--- src/rtl/fb_scanout_pkg.sv ---
// Shared framebuffer geometry for the draw unit and fb_scanout.
// SCANOUT_DOUBLE_EN selects 2x pixel/line doubling (128 x 64 output).
package fb_scanout_pkg;

  localparam int FB_WIDTH         = 64;
  localparam int FB_HEIGHT        = 32;
  localparam int FB_BYTES_PER_ROW = 8;
  localparam int FB_BYTES         = 256;
  localparam logic [15:0] SCREEN_START_DEFAULT = 16'h0100;
  localparam int MEM_LATENCY      = 1;

`ifdef SCANOUT_DOUBLE_EN
  localparam int SCALE = 2;
`else
  localparam int SCALE = 1;
`endif

  localparam int OUT_W       = FB_WIDTH * SCALE;
  localparam int OUT_H       = FB_HEIGHT * SCALE;
  localparam int CUR_W       = 8 * SCALE;
  localparam int CNT_W       = $clog2(CUR_W + 1);
  localparam int FETCH_TOTAL = FB_BYTES * SCALE;
  localparam int FETCH_W     = $clog2(FETCH_TOTAL + 1);

  typedef enum logic [1:0] {
    ST_IDLE = 2'd0,
    ST_SCAN = 2'd1,
    ST_DONE = 2'd2
  } state_t;

  // Repeats every source bit SCALE times so the shifter emits doubled pixels.
  function automatic logic [CUR_W-1:0] expand_byte(input logic [7:0] b);
    logic [CUR_W-1:0] r;
    r = '0;
    for (int i = 0; i < 8; i++) begin
      for (int j = 0; j < SCALE; j++) begin
        r[i*SCALE + j] = b[i];
      end
    end
    return r;
  endfunction

endpackage

--- src/rtl/fb_pixel_shifter.sv ---
// Current/prefetch byte buffer that serialises framebuffer bytes MSB first
// with a valid/ready handshake (doubled bits when SCANOUT_DOUBLE_EN is set).
module fb_pixel_shifter
  import fb_scanout_pkg::*;
(
  input  logic       clk,
  input  logic       reset,
  input  logic       i_load,
  input  logic [7:0] i_byte,
  input  logic       i_ready,
  output logic       o_valid,
  output logic       o_pixel,
  output logic       o_nxt_vld
);

  logic [CUR_W-1:0] r_cur;
  logic [CUR_W-1:0] r_nxt;
  logic [CNT_W-1:0] r_cnt;
  logic             r_nxt_vld;

  logic [CUR_W-1:0] w_load;
  logic [CUR_W-1:0] w_cur_sh;
  logic [CNT_W-1:0] w_cnt_sh;
  logic             w_accept;
  logic             w_cur_empty;

  assign w_load      = expand_byte(i_byte);
  assign w_accept    = (r_cnt != '0) && i_ready;
  assign w_cnt_sh    = r_cnt - CNT_W'(w_accept);
  assign w_cur_sh    = w_accept ? (r_cur << 1) : r_cur;
  assign w_cur_empty = (w_cnt_sh == '0);

  assign o_valid   = (r_cnt != '0);
  assign o_pixel   = r_cur[CUR_W-1];
  assign o_nxt_vld = r_nxt_vld;

  // "Empty" is judged after this cycle's shift so a refill never costs a bubble.
  always_ff @(posedge clk or posedge reset) begin
    if (reset) begin
      r_cur     <= '0;
      r_nxt     <= '0;
      r_cnt     <= '0;
      r_nxt_vld <= 1'b0;
    end else begin
      r_cur <= w_cur_sh;
      r_cnt <= w_cnt_sh;
      if (w_cur_empty && r_nxt_vld) begin
        r_cur     <= r_nxt;
        r_cnt     <= CNT_W'(CUR_W);
        r_nxt_vld <= i_load;
        if (i_load) r_nxt <= w_load;
      end else if (w_cur_empty && i_load) begin
        r_cur <= w_load;
        r_cnt <= CNT_W'(CUR_W);
      end else if (i_load) begin
        r_nxt     <= w_load;
        r_nxt_vld <= 1'b1;
      end
    end
  end

endmodule

--- src/rtl/fb_scanout.sv ---
// Framebuffer scanout: fetches bytes from the shared memory port and streams
// raster pixels. SCANOUT_DOUBLE_EN enables 128 x 64 doubled output.
module fb_scanout
  import fb_scanout_pkg::*;
#(
  parameter logic [15:0] SCREEN_START = SCREEN_START_DEFAULT
)
(
  input  logic        clk,
  input  logic        reset,
  input  logic        start,
  output logic        busy,
  output logic        frame_done,
  input  logic        mem_busy,
  output logic        mem_read,
  output logic [15:0] mem_addr,
  input  logic [7:0]  mem_read_byte,
  output logic        pixel_valid,
  input  logic        pixel_ready,
  output logic        pixel,
  output logic [6:0]  pixel_x,
  output logic [5:0]  pixel_y
);

  state_t r_state;
  state_t w_state_next;

  logic [FETCH_W-1:0]     r_fetch;
  logic [MEM_LATENCY-1:0] r_rd_pipe;
  logic [6:0]             r_x;
  logic [5:0]             r_y;

  logic        w_scan;
  logic        w_fetch_left;
  logic        w_mem_read;
  logic        w_pix_valid;
  logic        w_nxt_vld;
  logic        w_accept;
  logic        w_last_pix;
  logic [15:0] w_byte_idx;

  assign w_fetch_left = (r_fetch < FETCH_W'(FETCH_TOTAL));
  assign w_accept     = w_pix_valid && pixel_ready;
  assign w_last_pix   = (r_x == 7'(OUT_W - 1)) && (r_y == 6'(OUT_H - 1));

`ifdef SCANOUT_DOUBLE_EN
  // Fetch bit 3 selects the first or repeated pass over a source row.
  assign w_byte_idx = 16'({r_fetch[FETCH_W-1:4], r_fetch[2:0]});
`else
  assign w_byte_idx = 16'(r_fetch);
`endif

  always_ff @(posedge clk or posedge reset) begin
    if (reset) r_state <= ST_IDLE;
    else       r_state <= w_state_next;
  end

  always_comb begin
    w_state_next = r_state;
    case (r_state)
      ST_IDLE: if (start) w_state_next = ST_SCAN;
      ST_SCAN: if (w_accept && w_last_pix) w_state_next = ST_DONE;
      ST_DONE: w_state_next = ST_IDLE;
      default: w_state_next = ST_IDLE;
    endcase
  end

  always_comb begin
    w_scan     = (r_state == ST_SCAN);
    busy       = w_scan;
    frame_done = (r_state == ST_DONE);
  end

  assign w_mem_read = w_scan && !(|r_rd_pipe) && !w_nxt_vld && w_fetch_left && !mem_busy;
  assign mem_read   = w_mem_read;
  assign mem_addr   = w_mem_read ? (SCREEN_START + w_byte_idx) : 16'h0000;

  always_ff @(posedge clk or posedge reset) begin
    if (reset) begin
      r_rd_pipe <= '0;
      r_fetch   <= '0;
      r_x       <= '0;
      r_y       <= '0;
    end else begin
      r_rd_pipe <= (r_rd_pipe << 1) | MEM_LATENCY'(w_mem_read);
      if (r_state == ST_IDLE && start) begin
        r_fetch <= '0;
        r_x     <= '0;
        r_y     <= '0;
      end else begin
        if (w_mem_read) r_fetch <= r_fetch + FETCH_W'(1);
        if (w_accept) begin
          if (r_x == 7'(OUT_W - 1)) begin
            r_x <= '0;
            r_y <= (r_y == 6'(OUT_H - 1)) ? 6'd0 : r_y + 6'd1;
          end else begin
            r_x <= r_x + 7'd1;
          end
        end
      end
    end
  end

  fb_pixel_shifter u_shifter (
    .clk       (clk),
    .reset     (reset),
    .i_load    (r_rd_pipe[MEM_LATENCY-1]),
    .i_byte    (mem_read_byte),
    .i_ready   (pixel_ready),
    .o_valid   (w_pix_valid),
    .o_pixel   (pixel),
    .o_nxt_vld (w_nxt_vld)
  );

  assign pixel_valid = w_pix_valid;
  assign pixel_x     = r_x;
  assign pixel_y     = r_y;

endmodule
--- config.mk ---
export PLATFORM = sky130hd
export DESIGN_NAME = fb_scanout
export DESIGN_NICKNAME = d
export VERILOG_FILES = /design/src/rtl/fb_scanout_pkg.sv /design/src/rtl/fb_pixel_shifter.sv /design/src/rtl/fb_scanout.sv
export SDC_FILE = /design/constraint.sdc
export NUM_CORES = 1
export LEC_CHECK = 0
export BUFFER_PORTS_ARGS = -buffer_cell sky130_fd_sc_hd__buf_2
export CORE_MARGIN = 1
export CORE_UTILIZATION = 49
export CTS_BUF_LIST = sky130_fd_sc_hd__clkbuf_2
export DETAILED_ROUTE_END_ITERATION = 8
export PLACE_DENSITY = 0.76
export SYNTH_ARGS = -nofsm -noshare
export SYNTH_HDL_FRONTEND = slang
export SYNTH_SLANG_ARGS = --single-unit
--- constraint.sdc ---
create_clock -name clk -period 3.26 [get_ports clk]
set_clock_uncertainty 0.2 [all_clocks]
set_input_delay 0.326 -clock clk [delete_from_list [all_inputs] [get_ports clk]]
set_output_delay 0.326 -clock clk [all_outputs]
set_load 0.1 [all_outputs]
==> results of run 1 <==
==> through the flow <==
step	cell area, um^2	cells	util, %	setup slack (ns)
after floorplan	2552	238	-	0.0006823
after global routing	2905	351	60.31	0.02775
final	2905	351	60.31	0.1848
after CTS	2905	351	60.31	0.1033
after global placement	2769	334	57.48	0.2005
after detailed placement	2769	334	57.48	0.1289
==> power groups by stage <==
stage	Clock [mW]	Sequential, mW	Combinational, mW
3_3_place_gp	0	0.961	1.15
5_1_grt	0.274	0.987	1.27
4_1_cts	0.258	0.957	1.18
6_report	0.247	0.958	1.18
3_5_place_dp	0	0.968	1.18
2_1_floorplan	0	1.18	0.766
==> path summary, 6_finish.rpt <==
kind,startpoint,endpoint,slack (ns),cells after the start
max,u_shifter.r_cnt[1],u_shifter.r_nxt[7],0.18,8
min,pixel_ready,pixel_y[4],0.16,5
max reg2reg,u_shifter.r_cnt[1],u_shifter.r_nxt[7],0.18,8
min reg2reg,u_shifter.r_cur[0],u_shifter.r_cur[0],0.33,1
max in group asynchronous,reset,u_shifter.r_cnt[3],2.08,4
min in group asynchronous,reset,u_shifter.r_nxt[1],0.34,4
==> cells by family after synthesis <==
| logic type | after synthesis | synth area share [%] |
|---|---|---|
| simple gates | 77 | 18.44 |
| compound gates | 46 | 16.80 |
| flops | 46 | 45.73 |
| buf+inv | 33 | 6.262 |
| mux | 12 | 5.169 |
| xor+xnor | 11 | 4.573 |
| fa+ha+maj | 6 | 2.883 |
| other cells | 1 | 0.1490 |
==> cell usage in the layout (no fill, tap or decap), types with 6 or more instances in the layout <==
cell / instances
nand4_1: 7
conb_1: 7
nand3_1: 7
nor3_1: 8
dfrtp_1: 44
nor2_1: 13
o21ai_0: 6
nand2_1: 9
a221oi_2: 6
inv_1: 17
a21oi_1: 6
mux2_2: 7
and3_1: 8
dlygate4sd3_1: 9
a22oi_1: 8
buf_2: 39
==> timing repair <==
| item | 4_1_cts | 5_1_grt |
|---|---|---|
| endpoints found under the hold margin | 54 | 0 |
| hold buffers | 9 | 0 |
| endpoints found under the setup margin | 0 | 1 |
| setup buffers | 0 | 0 |
==> registers in the layout (all words and copies together) (netlist names) <==
signal and flops:
r_fetch 9, u_shifter.r_cur 8, u_shifter.r_nxt 8, pixel_x 7
pixel_y 6, u_shifter.r_cnt 4, r_state 2, r_rd_pipe 1
u_shifter.o_nxt_vld 1
==> routing by layer <==
| layer | share of wire, % | up-vias | track usage, % |
|---|---|---|---|
| met5 | 0 | - | 0 |
| met4 | 1.6 | 0 | 8.120 |
| met3 | 2.8 | 9 | 3.841 |
| met2 | 49 | 35 | 35.17 |
| met1 | 47 | 954 | 25.11 |
| li1 | - | 948 | - |
==> worst max-delay path, stage by stage (launching register included) <==
cell and delay [ns]:
dfrtp_2 0.51, o41ai_4 0.34, inv_1 0.09, ha_1 0.21, ha_1 0.20, xor2_1 0.19, or3_4 0.44, o31ai_4 0.43
mux2_2 0.40
==> layout make-up <==
class / count / area, um^2 / area share, %
clock buffer: 5 / 25.02 / 0.8613
clock inverter: 3 / 21.27 / 0.7321
inverter: 18 / 67.56 / 2.326
multi-input combinational: 159 / 1231 / 42.38
sequential: 46 / 1154 / 39.71
tap: 67 / 83.83 / 2.885
timing repair buffer: 53 / 322.8 / 11.11
==> flow_summary.ini, run 1 <==
[setup_path]
worst-setup-path-type = reg2reg
arrival_ns = 3.21
critPathRequiredTime_ns = 3.40
endpoint_kind = flip-flop
worstPathMaxFanout = 11
startpoint_type = flip-flop

[synthesis]
synth_top_area_share_pct = 45.73
syn-instance-count = 232
synthTopCellsByCount = 46 x dfrtp_1, 18 x inv_1, 13 x nor2_1
synth.cell_area_um2 = 2517
synth_flop_cell = dfrtp_1
yosysWarnings = 0
yosysTopAreaCell = dfrtp_1
synth-async-reset-ratio_pct = 100.0
synth_area_per_cell_um2 = 10.85
synth-seq-area-share_pct = 45.73
synth_area_leaders = dfrtp_1 46%, a221oi_2 3.6%, mux2_2 3.1%, inv_1 2.7%, ha_1 2.5%
yosysMostFrequentCell = dfrtp_1
synth_edf_count = 0
ys_ff_latch = 46
synth.distinct_cells = 52

[clock_network]
clk_latency_ns = 0.42
cts_num_sinks = 46
clk_pin_slew_ns = 0.24
cts.path.max_buffers = 2
cts-resized-gates = 0
cts_made_buffers = 5
cts_tree = yes
root_buffer = clkbuf_2
cts_htree_levels = 2

[floorplanning]
ios = 47
die_area_um2 = 5428
start_util_pct = 52.26
die_w_um = 73.68
core_area_um2 = 4817
rows = 25
die_y_um = 73.68

[sta]
fin_setup_tns_ns = 0
fin_hold_ws_ns = 0.1615
slew-limit-headroom_pct = 57.00
min_period_over_period_pct = 94.33
hold_viol = 0
layout_min_cycle_time_ns = 3.075
slew_violations = 0
setup_viol = 0
fmax_mhz = 325.2
worst_pin_slew_ns = 0.6443
rsz0062_at_grt = false

[detailed_routing]
drc = 0
drt-initial-drc-count = 138
drt_pass1_iterations = 4
vias = 1946
final_antenna_net_count = 0
viasPerCell = 5.544
avgRoutedWirePerCell_um = 14.54
drt_wl_total_um = 5103

[cells_and_area]
final_nets = 301
final.fill_count = 432
n_antenna_cell = 0
area_growth_pct = 15.41
drive_gt1_share_pct = 27.82

[power]
intPower_mw = 1.158
p_leak_nw = 1.326
power_switching_share_pct = 51.36
seq_power_share_pct = 40.2
comb_power_share_pct = 49.4
p_clk_share_pct = 10.4
peakVddDrop_v = 0.0006168
netSwitchingPower_mw = 1.223
finalPower_mw = 2.382
p_per_area_nw_per_um2 = 819.7

[global_routing]
grt_pass1_vias = 1910
overflow = 0
grt_pass1_wl_um = 8424
antenna_found_initial = 0
grt_util_all_layers_pct = 20.38
grt_max_degree = 47

[place]
hpwl_um = 3532
portBuffers = 39
place.gp.congestion = 0.7834

[worst_hold_path]
hold_class = in2reg

[run]
drv_cap = 0

[run_status]
outcome = finished, final reports clean
(Power assumes the default switching activity.)
==> run 2, diff against run 1 <==
SYNTH_HIERARCHICAL = 1   (was not set)
==> run 2 against run 1 <==
Against the previous run:
- first-iteration DRC count shrank 25%
- fmax increased by 2.3%
- highest routed layer unchanged
- critical path type is now reg2out
- clock power grew 21%
- largest power group unchanged
- flip-flop and latch count is the same
- final cell count up 3.1%
==> flow_summary.ini, run 2 <==
[synthesis]
syn-instance-count = 245
ys_ff_latch = 46
synth_area_leaders = dfrtp_1 47%, mux2_1 3.7%, nor2_1 3.7%, ha_1 2.5%, xnor2_1 2.5%
synth_flop_cell = dfrtp_1
synth_area_per_cell_um2 = 10.07
synth.distinct_cells = 49
yosysTopAreaCell = dfrtp_1
synthTopCellsByCount = 46 x dfrtp_1, 24 x nor2_1, 13 x nand2_1
yosysWarnings = 6
synth-seq-area-share_pct = 46.65
yosysMostFrequentCell = dfrtp_1
synth.cell_area_um2 = 2467
synth_top_area_share_pct = 46.65
synth_edf_count = 0
synth-async-reset-ratio_pct = 100.0

[detailed_routing]
drt_pass1_iterations = 5
final_antenna_net_count = 0
avgRoutedWirePerCell_um = 13.34
drc = 0
drt_wl_total_um = 4828
viasPerCell = 5.434
drt-initial-drc-count = 104
vias = 1967

[power]
finalPower_mw = 2.357
p_per_area_nw_per_um2 = 821.7
p_leak_nw = 1.347
peakVddDrop_v = 0.0005699

[setup_path]
worst-setup-path-type = reg2out
cp_slowest_stage_delay_ns = 0.71
endpoint_kind = output port
critPathRequiredTime_ns = 2.73
slowest_stage = or4_1
cp_cell_sequence = or4_1, nor2_1, buf_2
startpoint_type = flip-flop
critical_path_buf_inv_count = 1
worstPathMaxFanout = 16
path_delay_family = simple AND/OR/NAND/NOR gates
arrival_ns = 2.48

[clock_network]
cts-resized-gates = 0
cts_htree_levels = 2
cts_made_buffers = 5
clk_latency_ns = 0.40
root_buffer = clkbuf_2
cts.path.max_buffers = 2
cts_tree = yes
clk_pin_slew_ns = 0.21
cts_num_sinks = 46

[cells_and_area]
final_nets = 313
layout_commonest_cell = dfrtp_1
area_growth_pct = 16.28
n_antenna_cell = 0
largest_reg_flops = 9
top_regs = r_fetch: 9 flops, u_shifter/r_cur: 8 flops, u_shifter/r_nxt: 8 flops
post-route-util_pct = 59.95
regMostFlops = r_fetch
layout_common_cells = 46 x dfrtp_1, 39 x buf_2, 24 x nor2_1, 13 x nand2_1, 11 x nor3_1
drive_gt1_share_pct = 20.34

[sta]
hold_viol = 0
min_period_over_period_pct = 92.22
setup_viol = 0
fin_setup_tns_ns = 0
slew_violations = 0
worst_pin_slew_ns = 0.9408
rsz0062_at_grt = false
fin_hold_ws_ns = 0.09491
layout_min_cycle_time_ns = 3.006
slew-limit-headroom_pct = 37.21
layout_setup_ws_ns = 0.2537
fmax_mhz = 332.6

[global_routing]
overflow = 0
grt_max_degree = 26
grt_pass1_vias = 1824
grt_util_all_layers_pct = 20.58
antenna_found_initial = 0
grt_pass1_wl_um = 8418

[floorplanning]
die_y_um = 72.96
die_area_um2 = 5323
start_util_pct = 51.56
core_area_um2 = 4786
rows = 25
die_w_um = 72.96
ios = 47

[place]
portBuffers = 39
place_ws_ns = 0.2990
place.gp.congestion = 0.7679
hpwl_um = 3437

[worst_hold_path]
hold_class = in2reg

[run_status]
outcome = finished, final reports clean

[run]
drv_cap = 0
run 2: changes by cell type after synthesis, moves of 6 or more:
cell and change:
inv_1 -8, mux2_1 +7, mux2_2 -7, a221oi_2 -6, nor2_1 +11
run 2: power by group:
group / internal, mW / switching (mW) / leakage, nW
clock: 0.123 / 0.174 / 0.0365
sequential: 0.758 / 0.193 / 0.571
combinational: 0.325 / 0.784 / 0.739
total: 1.21 / 1.15 / 1.35
run 2: cell families after synthesis:
| group | share of synthesized area (%) |
|---|---|
| DFF | 46.65 |
| and+or+nand+nor | 22.77 |
| adders and majority gates | 2.535 |
| AOI/OAI and AO/OA | 13.19 |
| muxes | 4.868 |
| other | 0.1520 |
| xor gates and xnor gates | 4.615 |
| buffers and inverters | 5.223 |
run 2: worst reg2reg max path: cells and delay by family, from the launching register on:
kind	cells	cell delay [ns]
simple gates	1	0.35
fa+ha+maj	2	0.42
mux	1	0.37
buf+inv	1	0.15
xor+xnor	1	0.20
compound gates	2	0.77
flops	1	0.45
run 2: final cells by class:
| type | instances | area [um^2] |
|---|---|---|
| clock buffer | 5 | 25.02 |
| clock inverter | 2 | 33.78 |
| fill | 404 | 1917 |
| inverter | 10 | 37.54 |
| multi-input combinational | 179 | 1215 |
| sequential | 46 | 1151 |
| tap | 67 | 83.83 |
| timing repair buffer | 53 | 322.8 |
run 2: final timing paths:
check                                    start                 end  slack [ns]  cells past startpoint
setup / recovery           u_shifter/o_nxt_vld            mem_read        0.25                      3
hold / removal                     pixel_ready          pixel_x[1]        0.09                      4
setup reg to reg            u_shifter/r_cnt[0]  u_shifter/r_nxt[6]        0.28                      8
hold reg to reg             u_shifter/r_nxt[5]  u_shifter/r_nxt[5]        0.32                      1
max in group asynchronous                reset          pixel_x[5]        1.83                      3
min in group asynchronous                reset  u_shifter/r_cnt[2]        0.40                      3
run 2: stage by stage:
step | instances | area [um^2]
finish | 362 | 2869
global route | 362 | 2869
CTS | 362 | 2869
detailed placement | 346 | 2720
global placement | 346 | 2720
floorplan | 251 | 2491
run 2: per-layer routing:
| layer | vias up | wire length [um] | global-route usage, % | share of wire [%] |
|---|---|---|---|---|
| li1 | 969 | - | - | - |
| met1 | 931 | 2317 | 29.06 | 48 |
| met2 | 63 | 2287 | 31.98 | 47 |
| met3 | 4 | 190 | 4.834 | 3.9 |
| met4 | 0 | 33 | 5.447 | 0.68 |
| met5 | - | 0 | 0 | 0 |
run 2: repair_timing:
| item | in CTS | in global routing |
|---|---|---|
| hold buffers | 9 | 0 |
| endpoints found under the hold margin | 54 | 0 |
| buffers inserted | 0 | 0 |
| endpoints found under the setup margin | 0 | 0 |
